$ cat src/rtl/fifo_umbral_if.sv
// fifo_umbral_if: bundle of the request, threshold and status signals of one
// fifo_umbral channel buffer.
//   master modport - producer/consumer side: drives wr_en, data_in, rd_en and
//                    the umbral_alto / umbral_bajo thresholds, observes status.
//   slave modport  - FIFO side: returns data_out, valid_out, count, empty,
//                    full, almost_full, almost_empty and error.
interface fifo_umbral_if #(
    parameter int WIDTH  = 10,
    parameter int ADDR_W = 3
);
    logic              wr_en;
    logic [WIDTH-1:0]  data_in;
    logic              rd_en;
    logic [4:0]        umbral_alto;
    logic [4:0]        umbral_bajo;
    logic [WIDTH-1:0]  data_out;
    logic              valid_out;
    logic [ADDR_W:0]   count;
    logic              empty;
    logic              full;
    logic              almost_full;
    logic              almost_empty;
    logic              error;

    modport master (
        output wr_en, data_in, rd_en, umbral_alto, umbral_bajo,
        input  data_out, valid_out, count, empty, full,
               almost_full, almost_empty, error
    );

    modport slave (
        input  wr_en, data_in, rd_en, umbral_alto, umbral_bajo,
        output data_out, valid_out, count, empty, full,
               almost_full, almost_empty, error
    );
endinterface

$ cat src/rtl/fifo_umbral.sv
// fifo_umbral: synchronous FIFO with programmable almost-full / almost-empty
// thresholds and overflow / underflow error reporting.
//   clk   - single clock, rising edge
//   reset - synchronous, active-high
//   bus   - fifo_umbral_if.slave: wr_en/data_in/rd_en requests, thresholds,
//           registered data_out/valid_out, count and status flags.
// Build option: FIFO_ERROR_STICKY_EN makes error hold until reset; otherwise
// error is a one-cycle pulse after each offending edge.
module fifo_umbral #(
    parameter int WIDTH  = 10,
    parameter int DEPTH  = 8,
    parameter int ADDR_W = 3
) (
    input  logic          clk,
    input  logic          reset,
    fifo_umbral_if.slave  bus
);

    localparam logic [ADDR_W:0] DEPTH_C = (ADDR_W+1)'(DEPTH);
    // Wide enough for the 5-bit thresholds and count, both zero-extended.
    localparam int CMP_W = 6;

    logic [WIDTH-1:0]  mem [DEPTH];
    logic [ADDR_W-1:0] wr_ptr;
    logic [ADDR_W-1:0] rd_ptr;
    logic [ADDR_W:0]   count_r;
    logic [WIDTH-1:0]  data_out_r;
    logic              valid_r;
    logic              error_r;

    logic empty_w;
    logic full_w;
    logic wr_ok;
    logic rd_ok;
    logic overflow;
    logic underflow;

    assign empty_w   = (count_r == '0);
    assign full_w    = (count_r == DEPTH_C);

    // A write into a full FIFO is still legal when a read frees a slot on the
    // same edge; full implies non-empty, so that read is always accepted.
    assign wr_ok     = bus.wr_en && (!full_w || bus.rd_en);
    assign rd_ok     = bus.rd_en && !empty_w;
    assign overflow  = bus.wr_en && full_w && !bus.rd_en;
    assign underflow = bus.rd_en && empty_w;

    // Storage array: not reset, contents are only meaningful behind count.
    always_ff @(posedge clk) begin
        if (wr_ok) begin
            mem[wr_ptr] <= bus.data_in;
        end
    end

    always_ff @(posedge clk) begin
        if (reset) begin
            wr_ptr     <= '0;
            rd_ptr     <= '0;
            count_r    <= '0;
            data_out_r <= '0;
            valid_r    <= 1'b0;
            error_r    <= 1'b0;
        end else begin
            if (wr_ok) begin
                wr_ptr <= wr_ptr + ADDR_W'(1);
            end
            if (rd_ok) begin
                rd_ptr     <= rd_ptr + ADDR_W'(1);
                data_out_r <= mem[rd_ptr];
            end
            valid_r <= rd_ok;

            if (wr_ok && !rd_ok) begin
                count_r <= count_r + (ADDR_W+1)'(1);
            end else if (rd_ok && !wr_ok) begin
                count_r <= count_r - (ADDR_W+1)'(1);
            end

`ifdef FIFO_ERROR_STICKY_EN
            error_r <= error_r | overflow | underflow;
`else
            error_r <= overflow | underflow;
`endif
        end
    end

    assign bus.data_out     = data_out_r;
    assign bus.valid_out    = valid_r;
    assign bus.count        = count_r;
    assign bus.empty        = empty_w;
    assign bus.full         = full_w;
    // Thresholds follow the live inputs; out-of-range values saturate the
    // flags naturally because count never exceeds DEPTH.
    assign bus.almost_full  = (CMP_W'(count_r) >= CMP_W'(bus.umbral_alto));
    assign bus.almost_empty = (CMP_W'(count_r) <= CMP_W'(bus.umbral_bajo));
    assign bus.error        = error_r;

endmodule
$ cat src/flat_wrapper.sv
// flat-port wrapper written by rule: the top's interface ports become plain ports
module fifo_umbral_flat 
#(
    parameter int WIDTH  = 10,
    parameter int DEPTH  = 8,
    parameter int ADDR_W = 3
)
  (clk, reset, bus_wr_en, bus_data_in, bus_rd_en, bus_umbral_alto, bus_umbral_bajo, bus_data_out, bus_valid_out, bus_count, bus_empty, bus_full, bus_almost_full, bus_almost_empty, bus_error);
  fifo_umbral_if #(.WIDTH(WIDTH), .ADDR_W(ADDR_W)) bus_i ();
  input  logic clk;
  input  logic reset;
  input wire logic [$bits(bus_i.wr_en)-1:0] bus_wr_en;
  input wire logic [$bits(bus_i.data_in)-1:0] bus_data_in;
  input wire logic [$bits(bus_i.rd_en)-1:0] bus_rd_en;
  input wire logic [$bits(bus_i.umbral_alto)-1:0] bus_umbral_alto;
  input wire logic [$bits(bus_i.umbral_bajo)-1:0] bus_umbral_bajo;
  output wire logic [$bits(bus_i.data_out)-1:0] bus_data_out;
  output wire logic [$bits(bus_i.valid_out)-1:0] bus_valid_out;
  output wire logic [$bits(bus_i.count)-1:0] bus_count;
  output wire logic [$bits(bus_i.empty)-1:0] bus_empty;
  output wire logic [$bits(bus_i.full)-1:0] bus_full;
  output wire logic [$bits(bus_i.almost_full)-1:0] bus_almost_full;
  output wire logic [$bits(bus_i.almost_empty)-1:0] bus_almost_empty;
  output wire logic [$bits(bus_i.error)-1:0] bus_error;
  assign bus_i.wr_en = bus_wr_en;
  assign bus_i.data_in = bus_data_in;
  assign bus_i.rd_en = bus_rd_en;
  assign bus_i.umbral_alto = bus_umbral_alto;
  assign bus_i.umbral_bajo = bus_umbral_bajo;
  assign bus_data_out = bus_i.data_out;
  assign bus_valid_out = bus_i.valid_out;
  assign bus_count = bus_i.count;
  assign bus_empty = bus_i.empty;
  assign bus_full = bus_i.full;
  assign bus_almost_full = bus_i.almost_full;
  assign bus_almost_empty = bus_i.almost_empty;
  assign bus_error = bus_i.error;
  fifo_umbral #(.WIDTH(WIDTH), .DEPTH(DEPTH), .ADDR_W(ADDR_W)) u_core (.clk(clk), .reset(reset), .bus(bus_i));
endmodule
$ cat config.mk
export PLATFORM = sky130hd
export DESIGN_NAME = fifo_umbral_flat
export DESIGN_NICKNAME = d
export VERILOG_FILES = /design/src/rtl/fifo_umbral_if.sv /design/src/rtl/fifo_umbral.sv /design/src/flat_wrapper.sv
export SDC_FILE = /design/constraint.sdc
export NUM_CORES = 1
export LEC_CHECK = 0
export ABC_AREA = 0
export CELL_PAD_IN_SITES_DETAIL_PLACEMENT = 0
export CELL_PAD_IN_SITES_GLOBAL_PLACEMENT = 1
export CORE_ASPECT_RATIO = 1.25
export CORE_MARGIN = 2
export CORE_UTILIZATION = 43
export DETAILED_ROUTE_END_ITERATION = 12
export PLACE_DENSITY = 0.79
export SETUP_SLACK_MARGIN = 0.5
export SLEW_MARGIN = 40
export SYNTH_ARGS = -nofsm -noshare
export SYNTH_HDL_FRONTEND = slang
export SYNTH_SLANG_ARGS = --single-unit
$ cat constraint.sdc
create_clock -name clk -period 2.5 [get_ports clk]
set_clock_uncertainty 0.1 [all_clocks]
set_input_delay 0.25 -clock clk [delete_from_list [all_inputs] [get_ports clk]]
set_output_delay 0.25 -clock clk [all_outputs]
set_load 0.01 [all_outputs]
==> impl_metrics.toml <==
[worst_setup_path]
endpoint_kind = "flop"
start_kind = "flop"
critical_path_arrival_ns = 2.47
cp_common_cell = "ha_4"
path_cells = "or3_4 > o21ai_4 > inv_2 > ha_4 > inv_4 > ha_4 > a21oi_4 > a211oi_2 > a31oi_1 > mux2_2"
crit_slowest_cell = "or3_4"
crit_family = "compound AO/OA/AOI/OAI gates"
max_stage_delay_ns = 0.39
path_class = "flop to flop"
required_ns = 2.63
path_buf_inv = 2
crit_fanout = 4

[sta]
maxSlewHeadroom_pct = 71.1
rsz0062_at_grt = "true"
tightest_slew_ns = 0.433
fmax_mhz = 427
report.final.slew_viol_count = 0
timing.final.crit_period_ns = 2.34
fin_crit_sh_pct = 93.7
hold_viol_final = 0
setup_viol = 0

[logic_synthesis]
syn_inst = 254
synth_flop_cell = "edfxtp_1"
seq_area_frac_synth_pct = 67.8
yosysUniqueCellTypes = 39
synth-edff-count = 80
yosysWarnings = 0
ys_async_sr_fraction_pct = 0
synth_top_area_share_pct = 57.3
syn-cell-area_sq_um = 4190
ys_ff_latch = 102
synth_area_leaders = "edfxtp_1 (57%), mux4_2 (11%), dfxtp_1 (11%)"
avgSynthCellArea_sq_um = 16.5
synth_top_area_cell = "edfxtp_1"
syn_nets = 292

[pwr]
ir_drop_mv = 0.412
internal_power_mw = 3.61
netSwitchingFraction_pct = 29.2
pwr-share-clk_pct = 25.1
power.density_nw_per_um2 = 948
p_seq_share_pct = 40.9
leakage_nw = 1.85
p_total_mw = 5.10
comb_power_share_pct = 34.1
p_sw_mw = 1.49

[floorplanning]
fp.dieH_um = 114
core-area_sq_um = 9560
die_x_um = 92.3
rows = 40
start_util_pct = 43.8
die_area_sq_um = 10600
num_io_pins = 44

[detailed_routing]
vias = 2387
drt-initial-drc-count = 109
antenna_left = 0
wl_per_cell_um = 17.5
drcViolationCount = 0
dr.pass1.iters = 4
routed_wl_um = 8070
viasPerCell = 5.19

[global_route]
first_global_vias = 2505
grt_usage_pct = 16.4
grt_pass1_wl_um = 12700
grt_overflow = 0
antenna_found_initial = 0
grt_max_degree = 23

[min_path]
hp-class = "flop to flop"

[final_layout]
area_growth_pct = 28.3
antenna_cells = 0
stdcell_area_sq_um = 5380
layout.nets = 367
final_common_cell = "edfxtp_1"
drive_above_1_share_pct = 32.3
layout_common_cells = "edfxtp_1 (80), clkdlybuf4s50_1 (39), buf_4 (28)"

[cts]
clk_pin_slew_worst_paths_ns = 0.07
cts_tree = "done"
clock-root-buffer = "clkbuf_16"
cts_buffers = 9
h-tree-depth = 3
postCtsHoldBufs = 0
clock_latency_ns = 0.34
clk_path_buf_depth = 2
clock-sinks = 102

[place]
place_area_sq_um = 4930
portBuffers = 43
gp_congestion = 0.741
hpwl_um = 5450

[run]
drv_cap = 0

[run_status]
outcome = "completed"
-- per-stage QoR --
stage / instances / util (%) / TNS, ns / hold slack [ns] / setup slack [ns]
global route: 460 / 56.3 / 0 / 0.413 / 0.0760
global placement: 434 / 51.5 / -0.0972 / 0.345 / -0.0945
finish: 460 / 56.3 / 0 / 0.362 / 0.156
detailed placement: 434 / 51.6 / -1.05 / 0.355 / -0.168
floorplan: 254 / - / 0 / 0.229 / 0.0909
CTS: 455 / 55.3 / 0 / 0.365 / 0.140
-- sequential cells by signal (all words and copies together), names as in the netlist --
signal / count
u_core.bus.error: 1
u_core.rd_ptr: 3
u_core.bus.valid_out: 1
u_core.wr_ptr: 3
u_core.mem: 80
u_core.bus.data_out: 10
u_core.bus.count: 4
-- worst reg2reg max path, stage by stage (launching register included) --
cell and delay, ns:
dfxtp_4 0.35, or3_4 0.39, o21ai_4 0.14, inv_2 0.07
ha_4 0.16, inv_4 0.07, ha_4 0.21, a21oi_4 0.14
a211oi_2 0.09, a31oi_1 0.16, mux2_2 0.35
-- cell families (layout without fill, tap and decap cells) --
| kind of cell | Yosys count | count (layout) | share of synthesized area [%] |
|---|---|---|---|
| XOR/XNOR | 6 | 6 | 1.25 |
| buffers and inverters | 22 | 102 | 2.63 |
| multiplexers | 22 | 22 | 11.3 |
| AND/OR/NAND/NOR | 62 | 62 | 8.24 |
| AO/OA/AOI/OAI | 26 | 26 | 4.45 |
| adder cells (fa/ha/maj) | 14 | 14 | 4.36 |
| flip-flops | 102 | 102 | 67.8 |
-- path summary, 6_finish.rpt --
kind | startpoint | end | slack (ns) | cells past startpoint
hold reg to reg | u_core.rd_ptr[1]$_SDFFE_PP0P_ | u_core.rd_ptr[1]$_SDFFE_PP0P_ | 0.36 | 2
setup reg to reg | u_core.bus.count[1]$_SDFFE_PP0P_ | u_core.bus.count[3]$_SDFFE_PP0P_ | 0.16 | 10
hold / removal | u_core.rd_ptr[1]$_SDFFE_PP0P_ | u_core.rd_ptr[1]$_SDFFE_PP0P_ | 0.36 | 2
setup / recovery | u_core.bus.count[1]$_SDFFE_PP0P_ | u_core.bus.count[3]$_SDFFE_PP0P_ | 0.16 | 10
-- routing by layer --
metal / GRT usage [%] / routed length, um
met1: 18.2 / 3220
met2: 30.1 / 4480
met3: 4.15 / 249
met4: 6.17 / 119
met5: 0 / 0
-- area by class of cell --
cell class	count	area (sq um)
fillers	773	4180
inverters	12	52.6
clock inverters	6	45.0
repair buffers	74	673
well taps	126	158
clock buffers	10	229
flip-flops and latches	102	2850
multi-input cells	130	1370
-- synth_stat cells (2+ instances only) --
| cell type | count |
|---|---|
| clkbuf_1 | 5 |
| a21oi_1 | 5 |
| nand2b_1 | 3 |
| a211oi_1 | 2 |
| dfxtp_1 | 22 |
| nor2_1 | 29 |
| xnor2_1 | 3 |
| o21a_1 | 2 |
| nor3_2 | 10 |
| xor2_1 | 3 |
| nand2_1 | 7 |
| ha_1 | 13 |
| buf_4 | 2 |
| o22ai_1 | 9 |
| mux4_2 | 20 |
| inv_1 | 12 |
| edfxtp_1 | 80 |
| nor3_1 | 6 |
-- timing repair --
| action | 4_1_cts | 5_1_grt |
|---|---|---|
| endpoints found under the setup margin | 27 | 47 |
| endpoints found under the hold margin | 0 | 0 |
| pin swaps | 6 | 6 |
| buffers inserted | 5 | 5 |
| resized for setup | 19 | 13 |
-- power by group through the flow --
| stage | logic (mW) | registers, mW | clock network (mW) |
|---|---|---|---|
| CTS | 1.69 | 2.09 | 1.31 |
| floorplan | 0.977 | 2.19 | 0 |
| global placement | 1.59 | 2.11 | 0 |
| finish | 1.74 | 2.08 | 1.28 |
| global route | 1.89 | 2.10 | 1.38 |
| detailed placement | 1.62 | 2.12 | 0 |
No activity file was read; power rests on OpenSTA's default activity.
==> variant: new RTL, same flow settings <==
Reset style: asynchronous (`reset`), changed in one clocked block.
--- a/src/rtl/fifo_umbral.sv
+++ b/src/rtl/fifo_umbral.sv
@@ -52,7 +52,7 @@
         end
     end
 
-    always_ff @(posedge clk) begin
+    always_ff @(posedge clk or posedge reset) begin
         if (reset) begin
             wr_ptr     <= '0;
             rd_ptr     <= '0;
Behaviour: differs if reset is asserted again (counterexample within 4 cycles, from zero or initial values and one cycle with reset high); with reset held inactive, the same outputs for 10 cycles.
==> variant against the unedited design <==
The run now ends with negative setup slack left; final area rose by 6.3%; routed wire length rose by 15%; sequential cell count did not move; worst setup slack got worse by 0.39 ns; synthesized area rose by 2.3%; total power rose by 28%; via count rose by 10%; critical endpoint is now u_core.bus.count[3]$_DFFE_PP0P_; largest cell class unchanged.
==> variant: results (changes against the unedited design) <==
| Metric | Value |
|---|---|
| Status | `finished, violations left` |
| Violated checks | `negative setup slack` |
| Distinct cells, synth | `36 (-7.7%)` |
| Final setup vio count | `2 (+2)` |
| Routed WL per cell | `18.6 um (+6.0%)` |
| Worst setup margin | `-0.238 ns (-0.394 ns)` |
| Int Power | `0.00436 W (+21%)` |
| Post-layout net count | `404 (+10%)` |
| CTS-repair resized insts | `43 (+24)` |
| Register area share after synthesis | `68.8% (+1.0 points)` |
| First-pass GRT wire length | `14,100 um (+11%)` |
| Metal1 wirelength | `3690 um (+15%)` |
| Crit path capture | `u_core.bus.count[3]$_DFFE_PP0P_` |
| Worst Path Arrival | `2.86 ns (+0.39 ns)` |
| Share of cells above drive strength 1 | `30.7% (-1.6 points)` |
| Met1 usage | `21.5% (+3.3 points)` |
| Crit path max-delay family | `compound AO/OA/AOI/OAI gates` |
| Vias in the first global route | `2,700 (+7.8%)` |
| Kind of critical path | `reg2reg` |
| Met2 usage | `31.8% (+1.8 points)` |
| Root Buffer | `clkbuf_16` |
| First-pass detailed-route iteration total | `4 (unchanged)` |
| Initial DRC Count | `196 (+80%)` |
| Leakage power | `2.15 nW (+16%)` |
| Top cells by count, synth | `edfxtp_1 (80), dfrtp_1 (22), mux2_2 (21), nand2_1 (21), mux2i_1 (20)` |
| Worst path slowest cell | `or4b_4` |
| Crit Path Max Fanout | `2 (-2)` |
| Met3 usage | `3.51% (-0.64 points)` |
| RR Startpoint | `u_core.bus.count[0]$_DFFE_PP0P_` |
| Met3 WL post-DR | `518 um (+110%)` |
| Largest net degree at the start of global routing | `24 (+4.3%)` |
| Number of diodes | `0 (unchanged)` |
| All-Layer GR Usage | `17.7% (+1.3 points)` |
| Initial antenna violation count | `0 (unchanged)` |
| Top cells by area, synth | `edfxtp_1 (56%), dfrtp_1 (13%), mux2_2 (5.5%), mux2i_1 (4.7%), ha_1 (3.8%)` |
| Maxcap violations | `0 (unchanged)` |
| Hold Crit Class | `in2async` |
| Delay of the slowest critical-path stage | `0.56 ns (+0.17 ns)` |
| DR vias | `2,625 (+10%)` |
| Post-synth EDFFs | `80 (unchanged)` |
| Max_slew headroom | `64.3% (-6.8 points)` |
| Top reg by flops | `u_core.mem` |
| Gpl congestion | `0.700 (-5.5%)` |
| Placed cell areas | `0.00505 mm2 (+2.4%)` |
| Ys Warns | `0 (unchanged)` |
| WL met2 | `4940 um (+10%)` |
| Max VDD drop | `0.526 mV (+28%)` |
| Post-synthesis net count | `314 (+7.5%)` |
| HPWL after detailed placement | `5340 um (-1.9%)` |
| Async SR Flop Fraction | `21.6% (+22 points)` |
| Post-CTS Setup Bufs | `15 (+10)` |
| Largest register FFs | `80 (unchanged)` |
| Clk Latency, worst-skew pair | `0.34 ns (about the same)` |
-- variant: kinds of logic (layout without fill, tap and decap cells) --
family / after synthesis / count (layout) / share of synthesized area, %
AO/OA/AOI/OAI: 45 / 45 / 7.67
XOR/XNOR: 6 / 6 / 1.23
adder cells (fa/ha/maj): 14 / 14 / 4.26
buffers and inverters: 22 / 114 / 2.74
flip-flops: 102 / 102 / 68.8
multiplexers: 41 / 41 / 10.2
AND/OR/NAND/NOR: 46 / 49 / 5.08
-- variant: worst reg2reg max path, cell delays in order, from the launching register on --
cell	delay, ns
dfrtp_2	0.40
or4b_4	0.56
o21ai_4	0.18
inv_4	0.05
ha_4	0.16
inv_4	0.06
ha_4	0.19
a21o_4	0.21
a2111oi_4	0.29
a31oi_1	0.10
a221o_1	0.33
-- variant: stage by stage --
| stage | cells | hold WS [ns] | TNS (ns) |
|---|---|---|---|
| 6_report | 497 | 0.164 | -0.321 |
| 5_1_grt | 497 | 0.204 | -0.508 |
| 4_1_cts | 491 | 0.180 | -0.255 |
| 3_5_place_dp | 458 | 0.375 | -0.254 |
| 3_3_place_gp | 458 | 0.368 | -0.515 |
| 2_1_floorplan | 276 | 0.139 | -0.380 |
-- variant: power groups by stage --
stage / Combinational [W] / Clock, W / Sequential, W
2_1_floorplan: 0.00137 / 0 / 0.00249
3_3_place_gp: 0.00222 / 0 / 0.00248
3_5_place_dp: 0.00226 / 0 / 0.00251
4_1_cts: 0.00260 / 0.00131 / 0.00248
5_1_grt: 0.00296 / 0.00139 / 0.00253
6_report: 0.00272 / 0.00131 / 0.00249
-- variant: layout make-up --
class	instances	area [um2]
tap	126	158
clock buffer	12	246
multi-input combinational	155	1460
inverter	12	55.1
sequential	102	2960
clock inverter	4	30.0
fill	738	3940
timing repair buffer	86	813
